## config.mk

```make
export PLATFORM = sky130hd
export DESIGN_NAME = multicycle_control
export DESIGN_NICKNAME = d
export VERILOG_FILES = /design/src/rtl/multicycle_control.sv
export SDC_FILE = /design/constraint.sdc
export NUM_CORES = 1
export LEC_CHECK = 0
export BUFFER_PORTS_ARGS = -buffer_cell sky130_fd_sc_hd__buf_4
export CORE_MARGIN = 10
export CORE_UTILIZATION = 38
export DETAILED_ROUTE_END_ITERATION = 10
export MAX_ROUTING_LAYER = met4
export PLACE_DENSITY = 0.63
export SLEW_MARGIN = 20
export SYNTH_ARGS = -nofsm -noshare
export SYNTH_HDL_FRONTEND = slang
export SYNTH_SLANG_ARGS = --single-unit
export TNS_END_PERCENT = 5
```

## constraint.sdc

```tcl
create_clock -name clk -period 5.38 [get_ports clk]
set_clock_uncertainty 0.2 [all_clocks]
set_input_delay 0 -clock clk [delete_from_list [all_inputs] [get_ports clk]]
set_output_delay 0 -clock clk [all_outputs]
set_load 0.005 [all_outputs]
```

## src/rtl/multicycle_control.sv

```systemverilog
// Multicycle MIPS-subset control unit: Moore FSM decoding datapath controls
// from the current state, with a MemReady wait timeout that raises MemFault.
module multicycle_control #(
   parameter int unsigned MEM_TIMEOUT = 15
) (
   input  logic       clk,
   input  logic       reset,
   input  logic [5:0] Opcode,
   input  logic [5:0] Funct,
   input  logic       Zero,
   input  logic       MemReady,
   output logic       PCEn,
   output logic       IorD,
   output logic       MemRead,
   output logic       MemWrite,
   output logic       IRWrite,
   output logic       RegDst,
   output logic       MemtoReg,
   output logic       RegWrite,
   output logic       ALUSrcA,
   output logic [1:0] ALUSrcB,
   output logic [1:0] PCSource,
   output logic [3:0] ALUControl,
   output logic [3:0] State,
   output logic       IllegalOp,
   output logic       MemFault
);

   typedef enum logic [3:0] {
      S_FETCH  = 4'd0,
      S_DECODE = 4'd1,
      S_MEMADR = 4'd2,
      S_MEMRD  = 4'd3,
      S_MEMWB  = 4'd4,
      S_MEMWR  = 4'd5,
      S_REX    = 4'd6,
      S_RWB    = 4'd7,
      S_BEQ    = 4'd8,
      S_JMP    = 4'd9,
      S_ADDIEX = 4'd10,
      S_ADDIWB = 4'd11
   } state_t;

   localparam logic [5:0] OP_RTYPE = 6'b000000;
   localparam logic [5:0] OP_LW    = 6'b100011;
   localparam logic [5:0] OP_SW    = 6'b101011;
   localparam logic [5:0] OP_BEQ   = 6'b000100;
   localparam logic [5:0] OP_J     = 6'b000010;
   localparam logic [5:0] OP_ADDI  = 6'b001000;

   // Last wait count before the fault fires: the MEM_TIMEOUT-th idle cycle.
   localparam logic [7:0] WAIT_LAST = 8'(MEM_TIMEOUT - 1);

   state_t     state_q, state_d;
   logic [7:0] wait_q, wait_d;
   logic       ill_q, ill_d;
   logic       flt_q, flt_d;

   logic       waiting;
   logic       timeout;
   logic       pc_write;
   logic       ir_wr, reg_wr, mem_wr;

   assign waiting = (state_q == S_FETCH) || (state_q == S_MEMRD) || (state_q == S_MEMWR);
   // MemReady in the final cycle wins over the timeout.
   assign timeout = waiting && !MemReady && (wait_q == WAIT_LAST);

   // State, wait counter and fault pulse registers.
   always_ff @(posedge clk or posedge reset) begin
      if (reset) begin
         state_q <= S_FETCH;
         wait_q  <= '0;
         ill_q   <= 1'b0;
         flt_q   <= 1'b0;
      end else begin
         state_q <= state_d;
         wait_q  <= wait_d;
         ill_q   <= ill_d;
         flt_q   <= flt_d;
      end
   end

   // Next-state, wait counter and fault decisions.
   always_comb begin
      state_d = state_q;
      wait_d  = wait_q;
      ill_d   = 1'b0;
      flt_d   = 1'b0;
      case (state_q)
         S_FETCH:  if (MemReady) state_d = S_DECODE;
         S_DECODE: begin
            case (Opcode)
               OP_LW, OP_SW: state_d = S_MEMADR;
               OP_RTYPE:     state_d = S_REX;
               OP_BEQ:       state_d = S_BEQ;
               OP_J:         state_d = S_JMP;
               OP_ADDI:      state_d = S_ADDIEX;
               default: begin
                  state_d = S_FETCH;
                  ill_d   = 1'b1;
               end
            endcase
         end
         S_MEMADR: state_d = (Opcode == OP_SW) ? S_MEMWR : S_MEMRD;
         S_MEMRD:  if (MemReady) state_d = S_MEMWB;
         S_MEMWR:  if (MemReady) state_d = S_FETCH;
         S_REX: begin
            case (Funct)
               6'b100000, 6'b100010, 6'b100100,
               6'b100101, 6'b101010, 6'b100111: state_d = S_RWB;
               default: begin
                  state_d = S_FETCH;
                  ill_d   = 1'b1;
               end
            endcase
         end
         S_ADDIEX: state_d = S_ADDIWB;
         default:  state_d = S_FETCH;
      endcase

      if (timeout) begin
         state_d = S_FETCH;
         flt_d   = 1'b1;
      end

      // Any state change (or a fault re-entering FETCH) restarts the count.
      if ((state_d != state_q) || timeout) begin
         wait_d = '0;
      end else if (waiting && !MemReady) begin
         wait_d = wait_q + 8'd1;
      end
   end

   // Moore output decode from the current state.
   always_comb begin
      pc_write   = 1'b0;
      ir_wr      = 1'b0;
      reg_wr     = 1'b0;
      mem_wr     = 1'b0;
      IorD       = 1'b0;
      MemRead    = 1'b0;
      RegDst     = 1'b0;
      MemtoReg   = 1'b0;
      ALUSrcA    = 1'b0;
      ALUSrcB    = 2'b00;
      PCSource   = 2'b00;
      ALUControl = 4'b0010;
      case (state_q)
         S_FETCH: begin
            MemRead  = MemReady;
            ir_wr    = MemReady;
            pc_write = MemReady;
            ALUSrcB  = 2'b01;
         end
         S_DECODE: ALUSrcB = 2'b11;
         S_MEMADR: begin
            ALUSrcA = 1'b1;
            ALUSrcB = 2'b10;
         end
         S_MEMRD: begin
            IorD    = 1'b1;
            MemRead = 1'b1;
         end
         S_MEMWB: begin
            reg_wr   = 1'b1;
            MemtoReg = 1'b1;
         end
         S_MEMWR: begin
            IorD   = 1'b1;
            mem_wr = 1'b1;
         end
         S_REX: begin
            ALUSrcA = 1'b1;
            case (Funct)
               6'b100010: ALUControl = 4'b0110;
               6'b100100: ALUControl = 4'b0000;
               6'b100101: ALUControl = 4'b0001;
               6'b101010: ALUControl = 4'b0111;
               6'b100111: ALUControl = 4'b1100;
               default:   ALUControl = 4'b0010;
            endcase
         end
         S_RWB: begin
            reg_wr = 1'b1;
            RegDst = 1'b1;
         end
         S_BEQ: begin
            ALUSrcA    = 1'b1;
            ALUControl = 4'b0110;
            PCSource   = 2'b01;
         end
         S_JMP: begin
            PCSource = 2'b10;
            pc_write = 1'b1;
         end
         S_ADDIEX: begin
            ALUSrcA = 1'b1;
            ALUSrcB = 2'b10;
         end
         S_ADDIWB: reg_wr = 1'b1;
         default: ;
      endcase
   end

   // Write enables are held off for as long as reset is asserted.
   assign PCEn      = (pc_write | ((state_q == S_BEQ) & Zero)) & ~reset;
   assign IRWrite   = ir_wr  & ~reset;
   assign RegWrite  = reg_wr & ~reset;
   assign MemWrite  = mem_wr & ~reset;
   assign State     = state_q;
   assign IllegalOp = ill_q;
   assign MemFault  = flt_q;

endmodule

```

==> impl_metrics.tcl <==
set metrics [dict create \
    status "finished, final reports clean" \
    final-setup-viol-count 0 \
    port_buffers 38 \
    syn_area_um2 1302 \
    cts-buffers-inserted 3 \
    core_area_um2 3337 \
    end_kind "flop" \
    synth-xor-area-share_pct 6.724 \
    clock_path_buffers 2 \
    drt-met1-wl_um 1746 \
    syn_avg_cell_area_um2 7.942 \
    area_delta_synth_final_pct 29.97 \
    worstSetupStartpointType "flop" \
    synth_edf_count 0 \
    whs_ns 0.01152 \
    start_util_pct 39.03 \
    die_area_um2 6169 \
    cts.repair.resized 0 \
    setup_tns_ns 0 \
    ant_nets 0 \
    arrival_ns 3.92 \
    crit_type "reg -> reg" \
    drt_first_pass_iters 4 \
    worstPathRequired_ns 5.35 \
    wl_met2_um 1989 \
    relSlewSlack_pct 51.70 \
    initialDrtViolationCount 81 \
    synthMuxAreaShare_pct 0.8646 \
    htreeDepth 1 \
    synth-async-reset-ratio_pct 100.0 \
    setup_ws_ns 1.434 \
    holdBufCountCts 6 \
    ys_seq_area_share_pct 26.90 \
    hold_start "Opcode[4]" \
    grt_first_pass_wirelength_um 6548 \
    clock_latency_ns 0.28 \
    cts_tree "yes" \
    final_common_cell "buf_4" \
    drt_wl_total_um 3919 \
    r2r-start "State[2]$_DFF_PP0_" \
    hp-class "in -> reg" \
    grt_pass1_vias 1411 \
    hold_path_depth 5 \
    dominantRegCellSynth "dfrtp_1" \
    die-width_um 78.55 \
    yosysTopAreaCellShare_pct 26.90 \
    clk_transition_reported_paths_ns 0.08 \
    antenna_cells 0 \
    synthAdderAreaFrac_pct 1.921 \
    avgViaCountPerCell 5.566 \
    place.gp.congestion 0.8350 \
    synthTopCellsByArea "dfrtp_1 (27%), nor2_1 (6.1%), nor4_1 (5.8%)" \
    synth_top_family_by_area "simple AND/OR/NAND/NOR gates" \
    ir_worst_vdd_uv 111.8 \
    post_cts_buffers 0 \
    die_h_um 78.55 \
    netlist_instances 164 \
    maxCapViolCount 0 \
    ys_warn_count 0 \
    p_total_uw 543.2 \
    io_pins 39 \
    drc 0 \
    highest_layer "met4" \
    rsz0062_at_grt "no" \
    place_ws_ns 2.500 \
    final_cell_mix "buf_4 (38), nor2_1 (21), nand2_1 (15), dfrtp_1 (14), nor4_1 (12)" \
    hold_viol_final 0 \
    finalCriticalPeriod_ns 3.946 \
    dr_wl_met3_um 157 \
    slew_viol_final 0 \
    min_to "State[1]$_DFF_PP0_" \
    num_vias 1397 \
    clock_sinks 14 \
    rows 21 \
    worstMarginPinSlew_ns 0.7244 \
    dp_hpwl_um 3079 \
    nets 224 \
    grt.total_usage_pct 12.89 \
    synth_compound_area_share_pct 18.44 \
    synth_simple_gate_area_share_pct 39.10 \
    syn_nets 182 \
    fin_crit_sh_pct 73.35 \
    grt_remaining_overflow 0 \
    synth_cell_types 48 \
    rrSetupSlack_ns 1.43 \
    routedWlPerCell_um 15.61 \
    leakagePower_nw 0.7592 \
    antenna_found_initial 0 \
    r2r-end "wait_q[1]$_DFFE_PP0P_" \
    root_buffer "clkbuf_4" \
    critPathMaxFanout 21 \
    max_freq_mhz 253.4 \
    drive_above_1_share_pct 25.37 \
    power-per-cell-area_nw_per_um2 320.9 \
    grt_max_degree 22 \
    reg2regPathDepth 8 \
    synth.largest_area_cell "dfrtp_1" \
    ys_ff_latch 14 \
]
[kinds of logic after synthesis]
group	count (synthesis)
buf+inv	15
fa+ha+maj	2
simple gates	88
flops	14
xor+xnor	10
mux	1
compound gates	34
[power by group]
part	total, mW	internal (mW)	switching, mW
registers	0.174	0.120	0.0533
clock network	0.0747	0.0411	0.0335
logic	0.295	0.145	0.150
total	0.543	0.307	0.236
[sequential cells by signal, summed over array words and instances, names as in the netlist]
signal,count
IllegalOp,1
MemFault,1
State,4
wait_q,8
[how the worst max path moves through the flow]
stage	from	endpoint	depth (start not counted)
after floorplan	State[2]$_DFF_PP0_	wait_q[0]$_DFFE_PP0P_	7
after global placement	State[2]$_DFF_PP0_	wait_q[0]$_DFFE_PP0P_	6
after detailed placement	State[2]$_DFF_PP0_	wait_q[1]$_DFFE_PP0P_	6
after CTS	State[2]$_DFF_PP0_	wait_q[1]$_DFFE_PP0P_	8
after global routing	State[2]$_DFF_PP0_	wait_q[2]$_DFFE_PP0P_	8
final	State[2]$_DFF_PP0_	wait_q[1]$_DFFE_PP0P_	8
[Yosys cell counts, drive strengths merged, types with 3 or more instances]
master	instances
o211ai	3
nand2b	5
nand4	3
nor4	12
nand2	15
buf	6
xor2	6
nand3	5
a21oi	6
nor3	7
xnor2	4
dfrtp	14
nor2	21
inv	8
o21ai	7
nor4b	4
[worst max-delay path, stage by stage (launching register included)]
cell and delay, ns:
dfrtp_1 0.82, nand2b_1 0.32, nor4b_4 0.43, dlygate4sd3_1 0.62
nand2_1 0.05, dlygate4sd3_1 0.58, a211oi_2 0.23, o21bai_1 0.26
nor4_1 0.33
[through the flow]
stage	std cells	util (%)	area [um^2]
floorplan	164	-	1303
detailed placement	241	47.84	1597
global route	251	50.73	1693
finish	251	50.73	1693
CTS	251	50.73	1693
global placement	241	47.84	1597
[layer usage]
layer / vias up / global-route usage [%]
li1: 691 / -
met1: 667 / 15.58
met2: 37 / 21.71
met3: 2 / 1.822
met4: 0 / 3.763
met5: - / -
[final cells by class]
type	count	area, um^2
Fill cell	344	1644
Clock buffer	4	36.28
Sequential cell	14	350.3
Tap cell	46	57.56
Timing Repair Buffer	44	345.3
Inverter	8	30.03
Multi-Input combinational cell	135	873.3
(Power assumes the default switching activity.)
